**src/rtl/unified_mem_arbiter.sv**
```systemverilog
// Arbiter sharing one single-ported, fixed-latency memory between the fetch port and the
// load/store port; alternates priority on ties and returns registered read data.
module unified_mem_arbiter #(
  parameter int ADDR_W  = 6,
  parameter int DATA_W  = 32,
  parameter int MEM_LAT = 1
) (
  input  logic              clk,
  input  logic              rst,
  input  logic              if_req,
  input  logic [ADDR_W-1:0] if_addr,
  output logic [DATA_W-1:0] if_rdata,
  output logic              if_done,
  input  logic              d_req,
  input  logic              d_we,
  input  logic [2:0]        d_f3,
  input  logic [ADDR_W-1:0] d_addr,
  input  logic [DATA_W-1:0] d_wdata,
  output logic [DATA_W-1:0] d_rdata,
  output logic              d_done,
  output logic              mem_en,
  output logic              mem_we,
  output logic [2:0]        mem_f3,
  output logic [ADDR_W-1:0] mem_addr,
  output logic [DATA_W-1:0] mem_wdata,
  input  logic [DATA_W-1:0] mem_rdata,
  output logic              busy
);

  localparam int               CNT_W    = $clog2(MEM_LAT + 1);
  localparam logic [CNT_W-1:0] CNT_LAST = CNT_W'(MEM_LAT - 1);
  localparam logic [2:0]       F3_WORD  = 3'b010;

  localparam logic [1:0] S_IDLE   = 2'd0;
  localparam logic [1:0] S_ACCESS = 2'd1;
  localparam logic [1:0] S_DONE   = 2'd2;

  logic [1:0]        state_q, state_d;
  logic              owner_q, owner_d;       // 1 = data port owns the access
  logic              last_gnt_q, last_gnt_d; // 1 = data port was granted last
  logic [CNT_W-1:0]  cnt_q, cnt_d;
  logic [DATA_W-1:0] if_rdata_q, if_rdata_d;
  logic [DATA_W-1:0] d_rdata_q, d_rdata_d;
  logic              grant_d;
  logic              in_access, in_done;

  always_comb begin
    state_d    = state_q;
    owner_d    = owner_q;
    last_gnt_d = last_gnt_q;
    cnt_d      = cnt_q;
    if_rdata_d = if_rdata_q;
    d_rdata_d  = d_rdata_q;
    grant_d    = 1'b0;
    case (state_q)
      S_IDLE: begin
        // On a tie the port that was not served last wins.
        grant_d = d_req & (~if_req | ~last_gnt_q);
        if (if_req | d_req) begin
          owner_d    = grant_d;
          last_gnt_d = grant_d;
          cnt_d      = '0;
          state_d    = S_ACCESS;
        end
      end
      S_ACCESS: begin
        if (cnt_q == CNT_LAST) begin
          state_d = S_DONE;
          if (!owner_q) begin
            if_rdata_d = mem_rdata;
          end else if (!d_we) begin
            d_rdata_d = mem_rdata;
          end
        end else begin
          cnt_d = cnt_q + 1'b1;
        end
      end
      S_DONE:  state_d = S_IDLE;
      default: state_d = S_IDLE;
    endcase
  end

  always_ff @(posedge clk) begin
    if (rst) begin
      state_q    <= S_IDLE;
      owner_q    <= 1'b0;
      last_gnt_q <= 1'b0;
      cnt_q      <= '0;
      if_rdata_q <= '0;
      d_rdata_q  <= '0;
    end else begin
      state_q    <= state_d;
      owner_q    <= owner_d;
      last_gnt_q <= last_gnt_d;
      cnt_q      <= cnt_d;
      if_rdata_q <= if_rdata_d;
      d_rdata_q  <= d_rdata_d;
    end
  end

  assign in_access = (state_q == S_ACCESS);
  assign in_done   = (state_q == S_DONE);

  // Memory controls are decoded from registered state; address/data come from the owner.
  assign mem_en    = in_access;
  assign mem_we    = in_access & owner_q & d_we;
  assign mem_f3    = !in_access ? 3'b000 : (owner_q ? d_f3 : F3_WORD);
  assign mem_addr  = !in_access ? '0 : (owner_q ? d_addr : if_addr);
  assign mem_wdata = (in_access & owner_q) ? d_wdata : '0;

  assign if_done  = in_done & ~owner_q;
  assign d_done   = in_done & owner_q;
  assign if_rdata = if_rdata_q;
  assign d_rdata  = d_rdata_q;
  assign busy     = (state_q != S_IDLE);

endmodule
```
**config.mk**
```make
export PLATFORM = sky130hd
export DESIGN_NAME = unified_mem_arbiter
export DESIGN_NICKNAME = d
export VERILOG_FILES = /design/src/rtl/unified_mem_arbiter.sv
export SDC_FILE = /design/constraint.sdc
export NUM_CORES = 1
export LEC_CHECK = 0
export ABC_AREA = 1
export BUFFER_PORTS_ARGS = -buffer_cell sky130_fd_sc_hd__buf_2
export CAP_MARGIN = 30
export CORE_MARGIN = 4
export CORE_UTILIZATION = 30
export CTS_BUF_LIST = sky130_fd_sc_hd__clkbuf_2 sky130_fd_sc_hd__clkbuf_4 sky130_fd_sc_hd__clkbuf_8
export DETAILED_ROUTE_END_ITERATION = 6
export SLEW_MARGIN = 20
export SYNTH_ARGS = -nofsm -noshare
export SYNTH_HDL_FRONTEND = slang
export SYNTH_SLANG_ARGS = --single-unit
```
**constraint.sdc**
```tcl
create_clock -name clk -period 3.05 [get_ports clk]
set_clock_uncertainty 0.15 [all_clocks]
set_input_delay 0.61 -clock clk [delete_from_list [all_inputs] [get_ports clk]]
set_output_delay 0.61 -clock clk [all_outputs]
set_load 0.01 [all_outputs]
```
# Word-level counts from Yosys, hierarchy flattened
# Cells that the tools add are included.
# op_classes
n_addsub	1
n_eq_ne	4
mux	11
bitwise_logic	11
n_reduce_logical	8
# op_table
operator	n
2-to-1 mux 32 bit	1
2-to-1 mux 6 bit	2
2-to-1 mux 3 bit	2
AND reduction 2 bit	3
AND 1 bit	5
2-to-1 mux 2 bit	2
inequality test 2 bit, second input constant	2
NOT 1 bit	4
one-hot mux 2 bit (2 select lines)	1
AND reduction 4 bit	1
nonzero test 2 bit	2
AND reduction 3 bit	1
equality test 2 x 1 -> 1 bit, second input constant	1
equality test 2 bit, second input constant	1
zero test 2 bit	1
2-to-1 mux 1 bit	2
OR 1 bit	2
one-hot mux 1 bit (2 select lines)	1
adder 1 bit, second input constant	1
# totals
reg_bits	68
input_bits	84
out_inout_bits	110

# Depth between registers and ports, before layout
# Gate-level depths: netlist of run 1.
# logic_depth
word_depth	3
mapped_depth	7
mapped_depth_nobuf	6

# Worst setup path after synthesis of run 1
# OpenSTA, ideal clock, no wires.
# synth_path
path_kind	input-to-output
from	in d_we
to	out mem_we
arrival_ps	1108
t_required_ps	2290
path_slack_ps	1182
stages	3
path_cell_list	inv_1 -> clkbuf_1 -> nor2_1
# synth_via
elab_chain_cells	1
# synth_rtl
item	line_no	source
start, declared	15	input logic d_we,
AND 1 bit	106	assign mem_we = in_access & owner_q & d_we;
end, declared	22	output logic mem_we,
# Every way passes these cells.

==> results of run 1 <==
worst max-delay path, stage by stage (launching register included):
cell	delay [ns]
dfxtp_2	0.68
nand3_4	0.38
nor2_1	0.33
buf_2	0.19
metal layers:
metal	vias to the layer above	track usage
li1	1772	-
met1	1538	0.198
met2	161	0.324
met3	21	0.0509
met4	0	0.0667
met5	-	0
per-stage QoR:
stage / total power, mW / instances / area (sq um) / setup slack, ns / hold WS (ns)
floorplan: 1.20 / 465 / 3060 / 1.18 / 0.358
CTS: 2.22 / 781 / 4300 / 0.393 / 0.296
global placement: 1.37 / 765 / 4080 / 0.805 / 0.311
detailed placement: 1.38 / 765 / 4080 / 0.755 / 0.322
global route: 2.32 / 781 / 4300 / 0.266 / 0.301
finish: 2.19 / 781 / 4300 / 0.371 / 0.320
placed cells by master, fill, tap and decap left out, drive strengths merged:
| master | count |
|---|---|
| clkinv | 1 |
| clkinvlp | 2 |
| nor2 | 172 |
| nand2 | 48 |
| bufinv | 2 |
| nand4 | 32 |
| inv | 72 |
| o21ai | 33 |
| nor3 | 2 |
| dfxtp | 67 |
| clkbuf | 10 |
| nand3 | 2 |
| a21oi | 7 |
| buf | 198 |
cell families (layout without fill, tap and decap cells):
kind of cell    count (synthesis)  in the layout  synth area share
simple gates                  256            256             0.354
compound gates                 40             40            0.0655
buf+inv                       102            285             0.141
flops                          67             67             0.439
state kept, by name (all words and copies together), names as in the netlist:
signal and flops:
d_rdata 32, if_rdata 32, last_gnt_q 1, state_q 2
worst paths after layout:
kind / end / slack [ns] / cells past startpoint
hold reg to reg: d_rdata[2] / 0.33 / 2
hold / removal: state_q[0] / 0.32 / 2
setup reg to reg: d_rdata[27] / 0.86 / 4
setup / recovery: mem_wdata[20] / 0.37 / 3
cell type report:
| cell class | instances | area share |
|---|---|---|
| Clock buffer | 10 | 0.0306 |
| Clock inverter | 6 | 0.0207 |
| Inverter | 71 | 0.0620 |
| Multi-Input combinational cell | 296 | 0.299 |
| Sequential cell | 67 | 0.313 |
| Tap cell | 133 | 0.0387 |
| Timing Repair Buffer | 198 | 0.237 |
where the power goes:
group / internal, mW / leakage, nW / switching [mW]
Clock: 0.471 / 0.106 / 0.359
Sequential: 0.931 / 0.547 / 0.0397
Combinational: 0.148 / 1.87 / 0.242
==> summary.txt, run 1 <==
outcome: complete, no violations
number of synthesized flops with an enable pin: 0
fmax: 373 MHz
post_cts resized: 0
post-synth top area cell: dfxtp_1
FFs w/ async S/R, synth: 0
worst r2r src: last_gnt_q
register area: 0.00134 sq mm
synthesized netlist cell count: 465
Mean Syn Cell Area: 6.57 sq um
routability cong.: 0.824
Starting Density: 0.310
total number of vias: 3492
post-synth cell types: 19
Final ANT Viol Nets: 0
CTS Hold Bufs: 0
Synth Register Bits: 67
Routed WL per cell: 14.2 microns
DRT iter0 DRCs: 287
post-synthesis sequential area ratio: 0.439
vias per cell: 4.47
synthesized net count: 549
layout cells sized above 1: 0.344
total wire length after detailed routing: 11100 microns
CTS Buf Count: 9
CTS tree: done
# Post-CTS Setup Buffers: 0
WP data arrival: 1.92 ns
largest net degree at the start of global routing: 66
# H-tree levels: 3
Final Setup Violations: 0
Max-cap violations: 0
startpoint types: flop
Final Slew Violations: 0
Peak VDD IR: 0.240 mV
Worst Hold Class: primary input to flop
final core occ: 0.435
die area: 0.0119 sq mm
power per cell area: 510 mW/mm^2
Highest Signal Layer: met4
synthesized area: 0.00306 sq mm
Core Area: 0.00986 sq mm
chip height: 109 microns
RSZ-0062 raised after global routing: no
critical path class: flop to output pin
Final Net Count: 727
Post-synth top flop: dfxtp_1
Syn. warnings: 0
DRC viols: 0
clock sink total: 67
post-layout minimum cycle time: 2.68 ns
initial antenna violation count: 0
Commonest cells post-synth: nor2_1 (169), inv_1 (69), dfxtp_1 (67)
die span in x: 109 microns
cell leakage power: 2.52 nW
cell with the most instances after synthesis: nor2_1
critical hold path startpoint: rst
Slew @ Worst Pin: 0.725 ns
WP data required: 2.29 ns
fin crit share: 0.878
Fillers: 1049
worst setup path startpoint: last_gnt_q
Area Growth Syn to Fin: 40.5%
remaining global-route overflow: 0
Fin. Hold Viols: 0
first-pass GRT wire length: 16600 microns
Multi-input gate area: 0.00128 sq mm
Reg clk slew, reported paths: 0.08 ns
CP Capture Type: output pin
number of global-route vias before repair: 3371
Rel. slew slack: 0.516
clock root buffer: clkbuf_8
Skew-Pair Late Insertion Delay: 0.33 ns
wl on met1: 4440 microns
main area contributors after synthesis: dfxtp_1 (44%), nor2_1 (21%), inv_1 (8.5%)
metal2 WL: 5410 microns
met3 WL: 969 microns
Ports: 194
CTS Buffer Depth: 2
Yosys top cell area share: 0.439
Global Route Usage Sum: 0.179
row count: 36
# port buffers: 193
hpwl dp: 8180 microns
setup TNS: 0 ns
Worst Path Max Fanout: 34
Pre-antenna DRT Iters: 4
Inserted Diodes: 0
Power figures use the tool's default switching activity.
==> run 2: changes to the inputs <==
RECOVER_POWER = 25   (was default)
==> run 2 against run 1 <==
Net effect: largest cell class unchanged; critical endpoint is now mem_wdata[26]; worst hold slack hardly changed; sequential power hardly changed; register-to-register slack better by 0.02 ns; non-clock buffer count stayed put; final area is 1.3% lower.
==> summary.txt, run 2 (synthesis results as in run 1) <==
number of global-route vias before repair: 3371 (unchanged)
Worst Path Max Fanout: 34 (unchanged)
max incr delay on CP: 0.67 ns (was 0.68 ns)
Starting Density: 0.310 (unchanged)
CTS tree: done (unchanged)
Global Route Usage Sum: 0.179 (unchanged)
WP data arrival: 1.90 ns (was 1.92 ns)
Final Setup Violations: 0 (unchanged)
CTS Buf Count: 9 (unchanged)
CTS Buffer Depth: 2 (unchanged)
hpwl dp: 8180 microns (unchanged)
Rel. slew slack: 0.515 (was 0.516)
crit path cell chain: nand3_4 > nor2_1 > buf_2 (unchanged)
critical path class: flop to output pin (unchanged)
post-layout minimum cycle time: 2.66 ns (was 2.68 ns)
startpoint types: flop (unchanged)
total wire length after detailed routing: 11100 microns (about the same)
CTS Hold Bufs: 0 (unchanged)
fmax: 376 MHz (was 373 MHz)
Peak VDD IR: 0.239 mV (was 0.240 mV)
Core Area: 0.00986 sq mm (unchanged)
clock sink total: 67 (unchanged)
setup TNS: 0 ns (unchanged)
clock root buffer: clkbuf_8 (unchanged)
Pwr Total: 2.18 mW (was 2.19 mW)
Max-cap violations: 0 (unchanged)
post_cts resized: 0 (unchanged)
Fillers: 1067 (was 1049)
Final Slew Violations: 0 (unchanged)
CP Capture Type: output pin (unchanged)
Slew @ Worst Pin: 0.726 ns (was 0.725 ns)
die span in x: 109 microns (unchanged)
Reg clk slew, reported paths: 0.07 ns (was 0.08 ns)
Worst Hold Class: primary input to flop (unchanged)
# H-tree levels: 3 (unchanged)
Ports: 194 (unchanged)
Pre-antenna DRT Iters: 4 (unchanged)
vias per cell: 4.46 (was 4.47)
slowest CP cell: dfxtp_2 (unchanged)
die area: 0.0119 sq mm (unchanged)
row count: 36 (unchanged)
Final Net Count: 727 (unchanged)
total number of vias: 3483 (was 3492)
cell leakage power: 2.35 nW (was 2.52 nW)
chip height: 109 microns (unchanged)
Final ANT Viol Nets: 0 (unchanged)
outcome: complete, no violations (unchanged)
first-pass GRT wire length: 16600 microns (unchanged)
DRT iter0 DRCs: 241 (was 287)
sum of buffers and inverters on the critical path: 1 (unchanged)
Routed WL per cell: 14.1 microns (was 14.2 microns)
WP data required: 2.29 ns (about the same)
remaining global-route overflow: 0 (unchanged)
DRC viols: 0 (unchanged)
commonest non-fill, non-tap cell in the layout: nor2_1 (was buf_2)
# port buffers: 193 (unchanged)
power per cell area: 514 mW/mm^2 (was 510 mW/mm^2)
largest net degree at the start of global routing: 66 (unchanged)
Worst path top cell family by delay: simple AND/OR/NAND/NOR gates (unchanged)
Inserted Diodes: 0 (unchanged)
layout cells sized above 1: 0.279 (was 0.344)
commonest non-fill, non-tap cells in the layout: nor2_1 (169), buf_2 (152), inv_1 (68) (was buf_2 (193), nor2_1 (169), inv_1 (68))
Skew-Pair Late Insertion Delay: 0.33 ns (about the same)
routability cong.: 0.824 (unchanged)
# Post-CTS Setup Buffers: 0 (unchanged)
Area Growth Syn to Fin: 38.8% (was 40.5%)
fin crit share: 0.871 (was 0.878)
RSZ-0062 raised after global routing: no (unchanged)
Fin. Hold Viols: 0 (unchanged)
initial antenna violation count: 0 (unchanged)
run 2: metrics by stage:
step / area (sq um) / instances / setup slack, ns / hold slack (ns) / util
2_1_floorplan: 3060 / 465 / 1.18 / 0.358 / -
3_3_place_gp: 4080 / 765 / 0.805 / 0.311 / 0.413
3_5_place_dp: 4080 / 765 / 0.755 / 0.322 / 0.413
4_1_cts: 4300 / 781 / 0.393 / 0.296 / 0.435
5_1_grt: 4240 / 781 / 0.266 / 0.301 / 0.430
6_report: 4240 / 781 / 0.394 / 0.320 / 0.430
run 2: where the power goes:
part | switching, mW | internal (mW)
Clock | 0.357 | 0.471
Sequential | 0.0406 | 0.931
Combinational | 0.241 | 0.138
Total | 0.638 | 1.54
run 2: final cells by class:
cell class	instances	area, sq um	share of cell area
flip-flops and latches	67	1340	0.317
inverters	71	267	0.0628
clock inverters	6	88.8	0.0209
multi-input cells	296	1280	0.302
repair buffers	198	965	0.227
well taps	133	166	0.0392
clock buffers	10	131	0.0310
run 2: final timing paths:
path	cells past startpoint	slack [ns]	startpoint	endpoint
max	3	0.39	last_gnt_q	mem_wdata[26]
min	2	0.32	rst	state_q[0]
max reg2reg	4	0.88	last_gnt_q	d_rdata[27]
min reg2reg	2	0.33	d_rdata[8]	d_rdata[8]
run 2: layer usage:
metal / part of all wire / global-route usage / vias to the layer above
li1: - / - / 1772
met1: 0.40 / 0.198 / 1538
met2: 0.49 / 0.324 / 152
met3: 0.082 / 0.0509 / 21
met4: 0.025 / 0.0667 / 0
met5: 0 / 0 / -
